[src/rtl/zbus_pkg.sv]
// zbus_pkg: shared definitions for the Z80 bus-cycle master.
// Contains the command op encodings, the bus-cycle state enum, field widths and op decode helpers.
package zbus_pkg;

    localparam int OP_W   = 2;
    localparam int ADDR_W = 16;
    localparam int DATA_W = 8;
    localparam int CMD_W  = OP_W + ADDR_W + DATA_W;

    localparam logic [OP_W-1:0] OP_MEMRD = 2'b00;
    localparam logic [OP_W-1:0] OP_MEMWR = 2'b01;
    localparam logic [OP_W-1:0] OP_IORD  = 2'b10;
    localparam logic [OP_W-1:0] OP_IOWR  = 2'b11;

    // Wait-state counter width: fixed TW counts run 0..7
    localparam int              TW_W   = 3;
    localparam logic [TW_W-1:0] TW_ONE = 3'd1;

    typedef enum logic [2:0] {
        ST_IDLE = 3'd0,
        ST_T1   = 3'd1,
        ST_T2   = 3'd2,
        ST_TW   = 3'd3,
        ST_T3   = 3'd4
    } zbus_state_e;

    function automatic logic op_is_io(input logic [OP_W-1:0] op);
        return (op == OP_IORD) || (op == OP_IOWR);
    endfunction

    function automatic logic op_is_wr(input logic [OP_W-1:0] op);
        return (op == OP_MEMWR) || (op == OP_IOWR);
    endfunction

endpackage

[src/rtl/zbus_if.sv]
// zbus_if: command/response handshake plus the ZX-side bus pins of zbus_master.
// master modport is the bus-cycle engine; slave modport is whoever feeds commands and models the bus.
interface zbus_if;
    import zbus_pkg::*;

    logic              cmd_valid;
    logic              cmd_ready;
    logic [OP_W-1:0]   cmd_op;
    logic [ADDR_W-1:0] cmd_addr;
    logic [DATA_W-1:0] cmd_wdata;
    logic              rsp_valid;
    logic [DATA_W-1:0] rsp_rdata;
    logic              busy;
    logic [ADDR_W-1:0] za;
    logic [DATA_W-1:0] zd_out;
    logic              zd_oe;
    logic [DATA_W-1:0] zd_in;
    logic              zmreq_n;
    logic              ziorq_n;
    logic              zrd_n;
    logic              zwr_n;
    logic              zwait_n;

    modport master (
        input  cmd_valid, cmd_op, cmd_addr, cmd_wdata, zd_in, zwait_n,
        output cmd_ready, rsp_valid, rsp_rdata, busy, za, zd_out, zd_oe,
               zmreq_n, ziorq_n, zrd_n, zwr_n
    );

    modport slave (
        output cmd_valid, cmd_op, cmd_addr, cmd_wdata, zd_in, zwait_n,
        input  cmd_ready, rsp_valid, rsp_rdata, busy, za, zd_out, zd_oe,
               zmreq_n, ziorq_n, zrd_n, zwr_n
    );

endinterface

[src/rtl/zbus_cmd_fifo.sv]
// zbus_cmd_fifo: synchronous command FIFO {op, addr, wdata}.
// A push while full is accepted only when a pop happens in the same clock.
module zbus_cmd_fifo #(
    parameter int DEPTH = 4,
    parameter int WIDTH = 26,
    parameter int CW    = $clog2(DEPTH) + 1
) (
    input  logic             clk,
    input  logic             rst,
    input  logic             push,
    input  logic [WIDTH-1:0] din,
    input  logic             pop,
    output logic [WIDTH-1:0] dout,
    output logic             full,
    output logic             empty,
    output logic [CW-1:0]    count
);
    localparam int              AW      = $clog2(DEPTH);
    localparam logic [AW-1:0]   PTR_ONE = AW'(1);
    localparam logic [CW-1:0]   CNT_ONE = CW'(1);

    logic [WIDTH-1:0] mem_r [DEPTH];
    logic [AW-1:0]    wr_ptr_r;
    logic [AW-1:0]    rd_ptr_r;
    logic [CW-1:0]    count_r;
    logic             push_ok_s;
    logic             pop_ok_s;

    assign full      = (count_r == CW'(DEPTH));
    assign empty     = (count_r == '0);
    assign count     = count_r;
    assign dout      = mem_r[rd_ptr_r];
    assign pop_ok_s  = pop && !empty;
    assign push_ok_s = push && (!full || pop_ok_s);

    // Storage array write; contents need no reset because count gates visibility
    always_ff @(posedge clk) begin
        if (push_ok_s) begin
            mem_r[wr_ptr_r] <= din;
        end
    end

    // Pointer and occupancy tracking; pointers wrap naturally since DEPTH is a power of 2
    always_ff @(posedge clk) begin
        if (rst) begin
            wr_ptr_r <= '0;
            rd_ptr_r <= '0;
            count_r  <= '0;
        end else begin
            if (push_ok_s) begin
                wr_ptr_r <= wr_ptr_r + PTR_ONE;
            end
            if (pop_ok_s) begin
                rd_ptr_r <= rd_ptr_r + PTR_ONE;
            end
            case ({push_ok_s, pop_ok_s})
                2'b10:   count_r <= count_r + CNT_ONE;
                2'b01:   count_r <= count_r - CNT_ONE;
                default: count_r <= count_r;
            endcase
        end
    end

endmodule

[src/rtl/zbus_master.sv]
// zbus_master: replays queued memory/IO read/write commands as Z80 bus cycles,
// one T-state per clk: IDLE -> T1 -> T2 -> TW* -> T3 -> (T1 | IDLE).
// Optional feature macro ZBUS_WAIT_EN: zwait_n stretches the cycle with extra TW states.
module zbus_master
    import zbus_pkg::*;
#(
    parameter int CMD_DEPTH = 4,
    parameter int MEM_TW    = 0,
    parameter int IO_TW     = 1
) (
    input  logic   clk,
    input  logic   rst,
    zbus_if.master bus
);
    localparam int              CNT_W    = $clog2(CMD_DEPTH) + 1;
    localparam logic [TW_W-1:0] MEM_TW_C = TW_W'(MEM_TW);
    localparam logic [TW_W-1:0] IO_TW_C  = TW_W'(IO_TW);

    logic              fifo_push_s;
    logic              fifo_pop_s;
    logic              fifo_full_s;
    logic              fifo_empty_s;
    logic [CMD_W-1:0]  fifo_din_s;
    logic [CMD_W-1:0]  fifo_dout_s;
    logic [CNT_W-1:0]  fifo_count_s;
    logic [OP_W-1:0]   head_op_s;
    logic [ADDR_W-1:0] head_addr_s;
    logic [DATA_W-1:0] head_wdata_s;
    logic [TW_W-1:0]   tw_len_s;
    logic              wait_low_s;

    zbus_state_e       state_r;
    logic [OP_W-1:0]   op_r;
    logic [TW_W-1:0]   tw_cnt_r;
    logic [ADDR_W-1:0] za_r;
    logic [DATA_W-1:0] zd_out_r;
    logic              zd_oe_r;
    logic              zmreq_n_r;
    logic              ziorq_n_r;
    logic              zrd_n_r;
    logic              zwr_n_r;
    logic              rsp_valid_r;
    logic [DATA_W-1:0] rsp_rdata_r;

    assign fifo_din_s   = {bus.cmd_op, bus.cmd_addr, bus.cmd_wdata};
    assign fifo_push_s  = bus.cmd_valid && !fifo_full_s;
    // The head is consumed only when a new bus cycle is launched
    assign fifo_pop_s   = !fifo_empty_s && ((state_r == ST_IDLE) || (state_r == ST_T3));
    assign head_op_s    = fifo_dout_s[CMD_W-1 -: OP_W];
    assign head_addr_s  = fifo_dout_s[DATA_W +: ADDR_W];
    assign head_wdata_s = fifo_dout_s[DATA_W-1:0];
    assign tw_len_s     = op_is_io(op_r) ? IO_TW_C : MEM_TW_C;

`ifdef ZBUS_WAIT_EN
    assign wait_low_s = ~bus.zwait_n;
`else
    logic unused_zwait_s;
    assign unused_zwait_s = bus.zwait_n;
    assign wait_low_s     = 1'b0;
`endif

    zbus_cmd_fifo #(
        .DEPTH (CMD_DEPTH),
        .WIDTH (CMD_W),
        .CW    (CNT_W)
    ) u_fifo (
        .clk   (clk),
        .rst   (rst),
        .push  (fifo_push_s),
        .din   (fifo_din_s),
        .pop   (fifo_pop_s),
        .dout  (fifo_dout_s),
        .full  (fifo_full_s),
        .empty (fifo_empty_s),
        .count (fifo_count_s)
    );

    // Bus-cycle sequencer: state, strobes, address/data drivers and read response
    always_ff @(posedge clk) begin
        if (rst) begin
            state_r     <= ST_IDLE;
            op_r        <= OP_MEMRD;
            tw_cnt_r    <= '0;
            za_r        <= 16'h0000;
            zd_out_r    <= 8'h00;
            zd_oe_r     <= 1'b0;
            zmreq_n_r   <= 1'b1;
            ziorq_n_r   <= 1'b1;
            zrd_n_r     <= 1'b1;
            zwr_n_r     <= 1'b1;
            rsp_valid_r <= 1'b0;
            rsp_rdata_r <= 8'h00;
        end else begin
            rsp_valid_r <= 1'b0;
            case (state_r)
                ST_IDLE: begin
                    if (!fifo_empty_s) begin
                        state_r <= ST_T1;
                        op_r    <= head_op_s;
                        za_r    <= head_addr_s;
                        if (op_is_wr(head_op_s)) begin
                            zd_out_r <= head_wdata_s;
                            zd_oe_r  <= 1'b1;
                        end
                    end
                end
                ST_T1: begin
                    // Data drive also covers a write whose T1 had to keep the bus released
                    state_r <= ST_T2;
                    zd_oe_r <= op_is_wr(op_r);
                    if (op_is_io(op_r)) begin
                        ziorq_n_r <= 1'b0;
                    end else begin
                        zmreq_n_r <= 1'b0;
                    end
                    if (op_is_wr(op_r)) begin
                        zwr_n_r <= 1'b0;
                    end else begin
                        zrd_n_r <= 1'b0;
                    end
                end
                ST_T2: begin
                    if (tw_len_s != '0) begin
                        state_r  <= ST_TW;
                        tw_cnt_r <= tw_len_s - TW_ONE;
                    end else if (wait_low_s) begin
                        state_r  <= ST_TW;
                        tw_cnt_r <= '0;
                    end else begin
                        state_r  <= ST_T3;
                    end
                end
                ST_TW: begin
                    // tw_cnt_r counts fixed TWs still to come; WAIT only matters on the last one
                    if (tw_cnt_r != '0) begin
                        tw_cnt_r <= tw_cnt_r - TW_ONE;
                    end else if (!wait_low_s) begin
                        state_r <= ST_T3;
                    end
                end
                ST_T3: begin
                    // Release the bus for at least one clk; a queued command starts its T1 immediately
                    zmreq_n_r <= 1'b1;
                    ziorq_n_r <= 1'b1;
                    zrd_n_r   <= 1'b1;
                    zwr_n_r   <= 1'b1;
                    zd_oe_r   <= 1'b0;
                    if (!op_is_wr(op_r)) begin
                        rsp_valid_r <= 1'b1;
                        rsp_rdata_r <= bus.zd_in;
                    end
                    if (!fifo_empty_s) begin
                        state_r <= ST_T1;
                        op_r    <= head_op_s;
                        za_r    <= head_addr_s;
                        if (op_is_wr(head_op_s)) begin
                            zd_out_r <= head_wdata_s;
                        end
                    end else begin
                        state_r <= ST_IDLE;
                    end
                end
                default: begin
                    state_r <= ST_IDLE;
                end
            endcase
        end
    end

    assign bus.cmd_ready = ~fifo_full_s;
    assign bus.busy      = (state_r != ST_IDLE) || (fifo_count_s != '0);
    assign bus.za        = za_r;
    assign bus.zd_out    = zd_out_r;
    assign bus.zd_oe     = zd_oe_r;
    assign bus.zmreq_n   = zmreq_n_r;
    assign bus.ziorq_n   = ziorq_n_r;
    assign bus.zrd_n     = zrd_n_r;
    assign bus.zwr_n     = zwr_n_r;
    assign bus.rsp_valid = rsp_valid_r;
    assign bus.rsp_rdata = rsp_rdata_r;

endmodule

[src/flat_wrapper.sv]
// flat-port wrapper written by rule: the top's interface ports become plain ports
module zbus_master_flat import zbus_pkg::*;
#(
    parameter int CMD_DEPTH = 4,
    parameter int MEM_TW    = 0,
    parameter int IO_TW     = 1
)
  (clk, rst, bus_cmd_valid, bus_cmd_op, bus_cmd_addr, bus_cmd_wdata, bus_zd_in, bus_zwait_n, bus_cmd_ready, bus_rsp_valid, bus_rsp_rdata, bus_busy, bus_za, bus_zd_out, bus_zd_oe, bus_zmreq_n, bus_ziorq_n, bus_zrd_n, bus_zwr_n);
  zbus_if bus_i ();
  input  logic clk;
  input  logic rst;
  input wire logic [$bits(bus_i.cmd_valid)-1:0] bus_cmd_valid;
  input wire logic [$bits(bus_i.cmd_op)-1:0] bus_cmd_op;
  input wire logic [$bits(bus_i.cmd_addr)-1:0] bus_cmd_addr;
  input wire logic [$bits(bus_i.cmd_wdata)-1:0] bus_cmd_wdata;
  input wire logic [$bits(bus_i.zd_in)-1:0] bus_zd_in;
  input wire logic [$bits(bus_i.zwait_n)-1:0] bus_zwait_n;
  output wire logic [$bits(bus_i.cmd_ready)-1:0] bus_cmd_ready;
  output wire logic [$bits(bus_i.rsp_valid)-1:0] bus_rsp_valid;
  output wire logic [$bits(bus_i.rsp_rdata)-1:0] bus_rsp_rdata;
  output wire logic [$bits(bus_i.busy)-1:0] bus_busy;
  output wire logic [$bits(bus_i.za)-1:0] bus_za;
  output wire logic [$bits(bus_i.zd_out)-1:0] bus_zd_out;
  output wire logic [$bits(bus_i.zd_oe)-1:0] bus_zd_oe;
  output wire logic [$bits(bus_i.zmreq_n)-1:0] bus_zmreq_n;
  output wire logic [$bits(bus_i.ziorq_n)-1:0] bus_ziorq_n;
  output wire logic [$bits(bus_i.zrd_n)-1:0] bus_zrd_n;
  output wire logic [$bits(bus_i.zwr_n)-1:0] bus_zwr_n;
  assign bus_i.cmd_valid = bus_cmd_valid;
  assign bus_i.cmd_op = bus_cmd_op;
  assign bus_i.cmd_addr = bus_cmd_addr;
  assign bus_i.cmd_wdata = bus_cmd_wdata;
  assign bus_i.zd_in = bus_zd_in;
  assign bus_i.zwait_n = bus_zwait_n;
  assign bus_cmd_ready = bus_i.cmd_ready;
  assign bus_rsp_valid = bus_i.rsp_valid;
  assign bus_rsp_rdata = bus_i.rsp_rdata;
  assign bus_busy = bus_i.busy;
  assign bus_za = bus_i.za;
  assign bus_zd_out = bus_i.zd_out;
  assign bus_zd_oe = bus_i.zd_oe;
  assign bus_zmreq_n = bus_i.zmreq_n;
  assign bus_ziorq_n = bus_i.ziorq_n;
  assign bus_zrd_n = bus_i.zrd_n;
  assign bus_zwr_n = bus_i.zwr_n;
  zbus_master #(.CMD_DEPTH(CMD_DEPTH), .MEM_TW(MEM_TW), .IO_TW(IO_TW)) u_core (.clk(clk), .rst(rst), .bus(bus_i));
endmodule
[config.mk]
export PLATFORM = sky130hd
export DESIGN_NAME = zbus_master_flat
export DESIGN_NICKNAME = d
export VERILOG_FILES = /design/src/rtl/zbus_pkg.sv /design/src/rtl/zbus_if.sv /design/src/rtl/zbus_cmd_fifo.sv /design/src/rtl/zbus_master.sv /design/src/flat_wrapper.sv
export SDC_FILE = /design/constraint.sdc
export NUM_CORES = 1
export LEC_CHECK = 0
export CAP_MARGIN = 20
export CORE_MARGIN = 4
export CORE_UTILIZATION = 45
export CTS_CLUSTER_SIZE = 30
export DETAILED_ROUTE_END_ITERATION = 16
export PLACE_DENSITY = 0.68
export REMOVE_ABC_BUFFERS = 1
export SYNTH_ARGS = -nofsm -noshare
export SYNTH_HDL_FRONTEND = slang
export SYNTH_SLANG_ARGS = --single-unit
[constraint.sdc]
create_clock -name clk -period 7.5 [get_ports clk]
set_clock_uncertainty 0.1 [all_clocks]
set_input_delay 1.5 -clock clk [delete_from_list [all_inputs] [get_ports clk]]
set_output_delay 1.5 -clock clk [all_outputs]
set_load 0.01 [all_outputs]
# Word level (Yosys, flattened, before mapping)
# Memories as Yosys holds them, arrays and structs flattened. A register that Yosys moved wholly into a read port is not among the register bits.
# Cells that the tools add are included.
# Widths: inputs -> output; s select.
# word_totals
ram_bits	104
memories	1
ff_bits	53
word_cells	107
# op_classes
reduce_logical	34
bitwise	4
n_eq_ne	21
n_mux	26
add_sub_neg	6
# memory_table
memory	depth	word_bits	rd	rd_clocked_by_memory_dff	wr	line	text
u_core.u_fifo.mem_r	4	26	1	1	1	zbus_cmd_fifo.sv:22	logic [WIDTH-1:0] mem_r [DEPTH];
# op_table
operator	n
$mux 3	5
$pmux 3 s5	1
$reduce_bool 3->1	5
$reduce_and 2->1	7
$pmux 3 s2	2
$mux 1	11
$ne 2x2->1 const B	5
$reduce_and 3->1	3
$sub 3x1->3 const B	3
$eq 2x2->1 const B	4
$ne 2x1->1 const B	4
$pmux 1 s2	4
$eq 2x1->1 const B	3
$eq 3x2->1 const B	2
$eq 3x3->1 const B	2
$logic_not 3->1	2
$logic_or 1x1->1	6
$reduce_bool 2->1	3
$add 2x1->2 const B	2
$logic_and 1x1->1	4
$mux 2	2
$not 1->1	4
$reduce_or 2->1	2
$add 3x1->3 const B	1
3 further kinds	4

# Depth between registers and ports, before layout
# Gate-level depths: netlist (run 1).
# logic_depth
depth_word	8
depth_mapped	10
ltp_nobuf	9

# Hierarchy
# Synthesis (run 1) repeated with hierarchy kept, for this count alone.
# unflattened
hier_cells	409
hier_area_um2	6103.4
# modules_own_cells
mod	area_each_um2	instances	cells_each
zbus_cmd_fifo	4286.6	1	190
zbus_master	1816.7	1	219

# Worst setup path after synthesis (run 1)
# No wires, ideal clock.
# synth_timing
kind	input port to flip-flop
start	input bus_cmd_valid
end	register u_core.u_fifo.count_r[2], in the netlist u_core.u_fifo.count[2]
path_slack_ps	4473
arrival_time_ps	2856
setup_ps	70
path_stages	8
cell_sequence	and2_1 -> inv_2 -> ha_1 -> inv_1 -> fa_1 -> xor2_1 -> or3_1 -> a21oi_1
# synth_via
elab_chain_cells	4
elab_cells_between_ends	6
# synth_lines
element	line	text
from (decl)	flat_wrapper.sv:12	input wire logic [$bits(bus_i.cmd_valid)-1:0] bus_cmd_valid;
$logic_and 1x1->1 *	zbus_master.sv:46	assign fifo_push_s = bus.cmd_valid && !fifo_full_s;
$logic_and 1x1->1 *	zbus_cmd_fifo.sv:34	assign push_ok_s = push && (!full || pop_ok_s);
$eq 2x1->1 / $eq 2x2->1 (equally long branches)	zbus_cmd_fifo.sv:56	case ({push_ok_s, pop_ok_s})
$pmux 3 s2 / $reduce_bool 2->1 (equally long branches)	--	
to (signal assigned)	zbus_cmd_fifo.sv:57	2'b10: count_r <= count_r + CNT_ONE;
to (signal assigned)	zbus_cmd_fifo.sv:58	2'b01: count_r <= count_r - CNT_ONE;
to (signal assigned)	zbus_cmd_fifo.sv:59	default: count_r <= count_r;
to (decl)	zbus_cmd_fifo.sv:25	logic [CW-1:0] count_r;
# Mark *: on every way between the ends. The rest lies on a longest branch, timed or not.
# A chain may end at the register's enable or synchronous reset.

# Final worst setup path (run 1)
# layout_timing
start	register u_core.state_r[0]
end	output bus_busy
# layout_via
elab_chain_cells	2
# layout_lines
element	line	text
from (decl)	zbus_master.sv:32	zbus_state_e state_r;
from (signal assigned)	zbus_master.sv:81	state_r <= ST_IDLE;
from (signal assigned)	zbus_master.sv:98	state_r <= ST_T1;
from (signal assigned)	zbus_master.sv:109	state_r <= ST_T2;
$reduce_bool 3->1	zbus_master.sv:171	assign bus.busy = (state_r != ST_IDLE) || (fifo_count_s != '0);
$logic_or 1x1->1	zbus_master.sv:171	
to (decl)	flat_wrapper.sv:21	output wire logic [$bits(bus_i.busy)-1:0] bus_busy;
# No other way between the ends.

==> flow_metrics.tcl, run 1 <==
set metrics [dict create \
    ys_ff_latch 159 \
    path_max_fanout 13 \
    finalHoldViolCount 0 \
    place.gp.congestion 0.713 \
    insertion_delay_ps 410 \
    place_area_sq_mm 0.00689 \
    firstDrtPassIters 4 \
    swShare 0.291 \
    hold_ws_ps 352 \
    cts-root-buf "clkbuf_16" \
    cts_tree "done" \
    initial_core_util 0.467 \
    cap_violations 0 \
    grt_pass1_wl_mm 18.1 \
    rsz0062_at_grt "no" \
    tightest_slew_ps 1050 \
    postCtsHoldBufs 0 \
    synth_area_leaders "edfxtp_1, dfxtp_1, mux4_2, nand2_1, a21oi_1" \
    async_reset_ff_frac 0 \
    drive_gt1_frac 0.128 \
    cts_setup_buffers 0 \
    worst_setup_path_start_kind "register" \
    outcome "complete, no violations" \
    power_switching_uw 808 \
    io_buffer_count 76 \
    leakage_nw 2.55 \
    cp.required_ps 5900 \
    ioPinCount 78 \
    grt_pass1_vias 3441 \
    worstSetupEndpointType "output pin" \
    total_power_mw 2.78 \
    drc 0 \
    power_density_mw_per_mm2 372 \
    fp.dieH_um 123 \
    grt_usage 0.161 \
    ctsHtreeMaxLevel 4 \
    rows 41 \
    combPwrFrac 0.263 \
    vdd_drop_max_uv 207 \
    dp_hpwl_mm 6.87 \
    synth_cells 399 \
    diodes 0 \
    arrival_ps 1860 \
    seq_area_sq_mm 0.00423 \
    synth_top_cell_area_share 0.522 \
    synth.cell_area_sq_mm 0.00599 \
    synth_ff_type "edfxtp_1" \
    period_share 0.461 \
    cts_resized 0 \
    drt_iter0_markers 199 \
    clockBufferDepth 2 \
    ant_nets 0 \
    min_path_type "reg -> reg" \
    max-slew-margin-rel 0.302 \
    core_area_sq_mm 0.0128 \
    die_w_um 123 \
    vias 3487 \
    drv_slew 0 \
    num-nets-final 524 \
    antenna_found_initial 0 \
    routed_via_density 5.25 \
    finalSetupViolations 0 \
    wl_per_cell_um 17.1 \
    yosys_warnings 0 \
    die-area_sq_mm 0.0152 \
    multi_input_area_sq_mm 0.00162 \
    fmax_mhz 289 \
    fin_util 0.582 \
    synth_top_area_cell "edfxtp_1" \
    syn_avg_cell_area_sq_um 15.0 \
    cts_inserted_buffers 17 \
    min_period_ps 3460 \
    synth_seq_area_share 0.706 \
    power_frac_seq 0.434 \
    nFillCells 1032 \
    design_area_sq_mm 0.00747 \
    p_int_mw 1.97 \
    worst-setup-path-type "reg -> out" \
    syn2layout_area_growth_pct 24.7 \
    wl_mm 11.3 \
    overflow 0 \
    clkPwrFrac 0.303 \
    setup_tns_ps 0 \
    cts.sinks 159 \
    grt_max_degree 55 \
    synth_cell_types 40 \
    cts.clk_slew.worst_paths_ps 60 \
    synth_edf_count 104 \
]
layout by cell type, fill, tap and decap left out, drive strengths merged, types with 4 or more instances in the layout:
master	n
a21oi	39
and3	4
buf	6
clkbuf	21
clkdlybuf4s50	75
clkinv	5
dfxtp	55
edfxtp	104
ha	6
inv	9
mux2i	9
mux4	26
nand2	57
nand2b	6
nor2	23
nor3	6
o21ai	5
or3	5
final cells by class:
cell class / instances / share of cell area
Inverter: 8 / 0.00402
Multi-Input combinational cell: 212 / 0.217
Timing Repair Buffer: 81 / 0.106
Tap cell: 172 / 0.0288
Clock buffer: 21 / 0.0590
Clock inverter: 11 / 0.0188
Sequential cell: 159 / 0.566
state kept, by name, indices dropped and copies added (netlist names), named ones only:
register,flops
u_core.bus.rsp_rdata,8
u_core.bus.rsp_valid,1
u_core.bus.za,16
u_core.bus.zd_oe,1
u_core.bus.zd_out,8
u_core.bus.ziorq_n,1
u_core.bus.zmreq_n,1
u_core.bus.zrd_n,1
u_core.bus.zwr_n,1
u_core.op_r,2
u_core.state_r,3
u_core.tw_cnt_r,3
u_core.u_fifo.count,3
u_core.u_fifo.mem_r,104
u_core.u_fifo.rd_ptr_r,2
u_core.u_fifo.wr_ptr_r,2
critical path: stages (launching register included):
cell and delay [ps]:
dfxtp_1 430, nor2_2 390, nand3b_1 130, clkdlybuf4s50_1 500
layer usage:
| layer | vias up | track usage | share of wire |
|---|---|---|---|
| li1 | 1634 | - | - |
| met1 | 1747 | 0.207 | 0.45 |
| met2 | 95 | 0.258 | 0.48 |
| met3 | 11 | 0.0563 | 0.062 |
| met4 | 0 | 0.0505 | 0.010 |
| met5 | - | 0 | 0 |
final timing paths:
path | startpoint | to | slack, ps | cells after the start
max reg2reg | u_core.state_r[0] | u_core.u_fifo.count[2] | 4350 | 9
min reg2reg | u_core.bus.za[4] | u_core.bus.za[4] | 350 | 2
max | u_core.state_r[0] | bus_busy | 4040 | 3
min | u_core.bus.za[4] | u_core.bus.za[4] | 350 | 2
synth_stat cells (4+ instances only):
library cell and count:
inv_1 6, or3_1 5, buf_2 6, dfxtp_1 55, nand2_1 56, edfxtp_1 104, mux4_2 24, and3_1 4
ha_1 6, mux2i_1 9, clkbuf_1 11, nand2b_1 6, nor3_1 5, o21ai_0 5, a21oi_1 39, nor2_1 22
per-stage QoR:
step,worst slack [ps],std cells
after floorplan,4470,379
after global placement,3910,632
after detailed placement,3860,632
after CTS,4020,664
after global routing,3920,664
final,4040,664
power groups by stage:
| stage | sequential (mW) | clock, mW | combinational [mW] |
|---|---|---|---|
| 2_1_floorplan | 1.23 | 0 | 0.411 |
| 3_3_place_gp | 1.22 | 0 | 0.726 |
| 3_5_place_dp | 1.23 | 0 | 0.741 |
| 4_1_cts | 1.21 | 0.858 | 0.746 |
| 5_1_grt | 1.23 | 0.894 | 0.818 |
| 6_report | 1.21 | 0.840 | 0.731 |
kinds of logic (layout without fill, tap and decap cells):
kind of cell    after synthesis  in the layout  synth area share
flops                       159            159             0.706
mux                          35             35             0.114
buf+inv                      28            121            0.0234
simple gates                111            111            0.0842
fa+ha+maj                     7              7            0.0159
compound gates               54             54            0.0495
xor+xnor                      5              5           0.00732
Note: power is estimated with default switching activity, not from simulation.
==> run 2, diff against run 1 <==
clock period = 3.2 ns   (was 7.5 ns; I/O delays follow)
==> run 2 against run 1 <==
  * Combinational power increased by 150%
  * Utilization increased by 0.36 points
  * Sequential power increased by 130%
  * First-iteration DRC count increased by 8.0%
  * Worst setup slack got worse by 3400 ps
  * Power increased by 140%
  * Clock power increased by 140%
  * Global-route usage increased by 0.086 points
  * Critical endpoint unchanged
  * Largest power group unchanged
  * Highest routed layer unchanged
==> flow_metrics.tcl, run 2 (same netlist as run 1, synthesis figures left out) <==
set metrics [dict create \
    cap_violations 0 \
    diodes 0 \
    die_w_um 123 \
    cts.clk_slew.worst_paths_ps 60 \
    wl_mm 11.4 \
    antenna_found_initial 0 \
    cp.required_ps 2460 \
    grt_usage 0.162 \
    cts_tree "done" \
    regMostFlops "u_core.u_fifo.mem_r" \
    rows 41 \
    ctsHtreeMaxLevel 4 \
    period_share 0.804 \
    grt_pass1_wl_mm 18.3 \
    dp_hpwl_mm 7.06 \
    initial_core_util 0.467 \
    worst-setup-path-type "reg -> out" \
    wl_per_cell_um 17.1 \
    finalHoldViolCount 0 \
    fp.dieH_um 123 \
    insertion_delay_ps 410 \
    worstSetupEndpointType "output pin" \
    drive_gt1_frac 0.143 \
    outcome "complete, no violations" \
    ioPinCount 78 \
    firstDrtPassIters 4 \
    max_stage_delay_ps 490 \
    cts.sinks 159 \
    setup_tns_ps 0 \
    drt_iter0_markers 215 \
    cts-root-buf "clkbuf_16" \
    worst_setup_path_start_kind "register" \
    cts_setup_buffers 0 \
    layout_common_cells "edfxtp_1, clkdlybuf4s50_1, nand2_1" \
    arrival_ps 1830 \
    overflow 0 \
    final_common_cell "edfxtp_1" \
    place.gp.congestion 0.707 \
    drc 0 \
    vias 3454 \
    vdd_drop_max_uv 472 \
    num-nets-final 527 \
    core_area_sq_mm 0.0128 \
    design_area_sq_mm 0.00751 \
    power_density_mw_per_mm2 880 \
    min_period_ps 2570 \
    routed_via_density 5.18 \
    cts_resized 0 \
    postCtsHoldBufs 0 \
    fmax_mhz 389 \
    io_buffer_count 76 \
    tightest_slew_ps 1040 \
    crit_chain "nor2_2, nand3b_1, clkdlybuf4s50_1" \
    grt_pass1_vias 3538 \
    place_area_sq_mm 0.00691 \
    grt_max_degree 55 \
    crit_slowest_cell "clkdlybuf4s50_1" \
    max-slew-margin-rel 0.306 \
    die-area_sq_mm 0.0152 \
    syn2layout_area_growth_pct 25.5 \
    cts_inserted_buffers 17 \
    drv_slew 0 \
    largest_reg_flops 104 \
    rsz0062_at_grt "no" \
    leakage_nw 2.59 \
    clockBufferDepth 2 \
    min_path_type "reg -> reg" \
    path_max_fanout 13 \
    ant_nets 0 \
    finalSetupViolations 0 \
]
-- run 2: cell types whose count changed in the layout (fill, tap and decap cells not counted) --
cell | previous run | this run
buf_4 | 5 | 8
clkbuf_1 | 4 | 1
clkbuf_8 | 0 | 1
clkinv_1 | 2 | 0
clkinv_2 | 2 | 4
clkinv_4 | 1 | 2
clkinvlp_4 | 2 | 1
inv_6 | 1 | 3
-- run 2: power by group --
group | leakage (nW) | switching [mW] | internal (mW)
clock | 0.298 | 0.777 | 1.25
sequential | 1.40 | 0.228 | 2.55
combinational | 0.889 | 0.924 | 0.879
total | 2.59 | 1.93 | 4.68
-- run 2: cell type report --
type / instances / area, sq um
multi-input combinational: 212 / 1620
inverter: 8 / 30.0
timing repair buffer: 84 / 816
clock inverter: 13 / 161
tap: 172 / 215
clock buffer: 19 / 443
sequential: 159 / 4230
fill: 1049 / 5310
-- run 2: final timing paths --
kind	to	start	cells past startpoint	slack (ps)
max	bus_busy	u_core.state_r[0]	3	630
min	u_core.bus.rsp_rdata[1]	u_core.bus.rsp_rdata[1]	2	350
max reg2reg	u_core.u_fifo.count[2]	u_core.u_fifo.count[2]	9	680
min reg2reg	u_core.bus.rsp_rdata[1]	u_core.bus.rsp_rdata[1]	2	350
-- run 2: metal layers --
layer,GRT usage,up-vias,wire (um)
li1,-,1644,-
met1,0.207,1709,5060
met2,0.254,93,5520
met3,0.0590,8,696
met4,0.0602,0,99
met5,0,-,0
-- run 2: metrics by stage --
step | power, mW | utilization | cells | setup WS (ps) | hold slack, ps
floorplan | 3.85 | - | 379 | 676 | 363
finish | 6.61 | 0.586 | 667 | 629 | 354
detailed placement | 4.66 | 0.539 | 635 | 444 | 348
CTS | 6.70 | 0.586 | 667 | 608 | 356
global placement | 4.60 | 0.539 | 635 | 488 | 341
global route | 6.98 | 0.586 | 667 | 513 | 371
-- run 2: worst max-delay path, delay by kind of cell, from the launching register on --
kind / cells / cell delay (ps)
flops: 1 / 430
buf+inv: 1 / 490
simple gates: 2 / 500
==> run 3, diff against run 2 <==
clock period = 2.7 ns   (was 3.2 ns; I/O delays follow)
==> run 3 against run 2 <==
  * Die area unchanged
  * Flip-flop and latch count unchanged
  * Sequential power increased by 19%
  * Cell area increased by 0.45%
  * Clock-buffer cell count unchanged
  * Non-clock buffer count increased by 3
  * First-iteration DRC count decreased by 9.8%
  * Via count decreased by 0.72%
  * Critical endpoint unchanged
  * Largest cell class unchanged
==> flow_metrics.tcl, run 3 (same netlist as run 1, synthesis figures left out) <==
set metrics [dict create \
    die_w_um 123 \
    vdd_drop_max_uv 575 \
    setup_tns_ps 0 \
    place_inst 638 \
    max-slew-margin-rel 0.693 \
    clockBufferDepth 2 \
    critPathBufInv 2 \
    nFillCells 1018 \
    path_max_fanout 13 \
    vias 3429 \
    drv_slew 0 \
    regToRegSetupSlack_ps 230 \
    multi_input_area_sq_mm 0.00162 \
    wl_mm 11.3 \
    crit_family "buffers and inverters" \
    wl_per_cell_um 16.9 \
    min_from "u_core.bus.rsp_rdata[2]" \
    largest_reg_flops 104 \
    syn2layout_area_growth_pct 26.1 \
    power_density_mw_per_mm2 1040 \
    r2r.worst_path.cells 9 \
    cp.required_ps 2060 \
    ioPinCount 78 \
    cap_violations 0 \
    tightest_slew_ps 457 \
    grt_max_degree 27 \
    worst_setup_path_start_kind "register" \
    arrival_ps 1900 \
    rsz0062_at_grt "no" \
    place.gp.congestion 0.699 \
    cts_inserted_buffers 17 \
    routed_via_density 5.12 \
    dp_hpwl_mm 7.16 \
    layout_common_cells "edfxtp_1, clkdlybuf4s50_1, nand2_1" \
    reg2reg_to "u_core.u_fifo.count[2]" \
    worst-setup-path-type "reg -> out" \
    fp.dieH_um 123 \
    postCtsHoldBufs 0 \
    insertion_delay_ps 410 \
    drt_iter0_markers 194 \
    cts_setup_buffers 0 \
    diodes 0 \
    firstDrtPassIters 4 \
    worstHoldPathCells 2 \
    grt_pass1_wl_mm 18.4 \
    finalSetupViolations 0 \
    cts_resized 0 \
    grt_pass1_vias 3613 \
    num-nets-final 530 \
    worstSetupEndpointType "output pin" \
    rows 41 \
    min_path_type "reg -> reg" \
    leakage_nw 2.60 \
    io_buffer_count 76 \
    stdcell_count 670 \
    drive_gt1_frac 0.139 \
    reg2reg_from "u_core.u_fifo.count[0]" \
    ant_nets 0 \
    cts.clk_slew.worst_paths_ps 60 \
    max_stage_delay_ps 570 \
    cts_tree "done" \
    die-area_sq_mm 0.0152 \
    period_share 0.940 \
    seq_area_sq_mm 0.00423 \
    crit_chain "nor2_2, buf_4, nand3b_1, clkdlybuf4s50_1" \
    fmax_mhz 394 \
    regMostFlops "u_core.u_fifo.mem_r" \
    drc 0 \
    outcome "complete, no violations" \
    cts.sinks 159 \
    finalHoldViolCount 0 \
    min_to "u_core.bus.rsp_rdata[2]" \
    cts-root-buf "clkbuf_16" \
    antenna_found_initial 0 \
    crit_cells 4 \
    grt_usage 0.165 \
    min_period_ps 2540 \
    crit_slowest_cell "dfxtp_1" \
    overflow 0 \
    ctsHtreeMaxLevel 4 \
    initial_core_util 0.467 \
    final_common_cell "edfxtp_1" \
    core_area_sq_mm 0.0128 \
]
run 3: layer usage:
layer | GRT usage | wire [um] | vias to the layer above | share of wire
met2 | 0.264 | 5570 | 100 | 0.49
li1 | - | - | 1647 | -
met1 | 0.214 | 4930 | 1676 | 0.44
met3 | 0.0549 | 712 | 6 | 0.063
met5 | 0 | 0 | - | 0
met4 | 0.0498 | 83 | 0 | 0.0073
run 3: cell type report:
class                   count  share of cell area
clock buffers              19              0.0574
clock inverters            13              0.0225
inverters                   8             0.00398
multi-input cells         212               0.215
flip-flops and latches    159               0.560
well taps                 172              0.0285
repair buffers             87               0.113
run 3: power breakdown:
group | internal, mW | switching (mW)
registers | 3.02 | 0.274
clock network | 1.53 | 0.871
logic | 1.07 | 1.10
total | 5.62 | 2.24
run 3: worst register-to-register path, cell delays in order, from the launching register on:
cell     delay, ps
dfxtp_1        350
or3b_1         460
and2_1         230
inv_2           70
ha_1           170
inv_1           60
fa_1           370
xor2_1         150
or3_1          300
a21oi_1        140
run 3: worst max path at each step:
stage | start | endpoint
6_report | u_core.state_r[0] | bus_busy
5_1_grt | u_core.state_r[0] | bus_busy
4_1_cts | u_core.state_r[0] | bus_busy
3_5_place_dp | bus_cmd_valid | u_core.u_fifo.count[2]
3_3_place_gp | bus_cmd_valid | u_core.u_fifo.count[2]
2_1_floorplan | register | u_core.bus.zd_out[0]
run 3: per-stage QoR:
| step | instance area, sq um | worst slack, ps | power (mW) | utilization | hold WS (ps) |
|---|---|---|---|---|---|
| after floorplan | 5880 | 176 | 4.56 | - | 363 |
| after global placement | 6940 | 102 | 5.48 | 0.541 | 340 |
| after detailed placement | 6940 | 56.6 | 5.53 | 0.541 | 349 |
| after CTS | 7550 | 122 | 7.97 | 0.588 | 356 |
| after global routing | 7550 | 28.3 | 8.34 | 0.588 | 380 |
| final | 7550 | 161 | 7.86 | 0.588 | 353 |
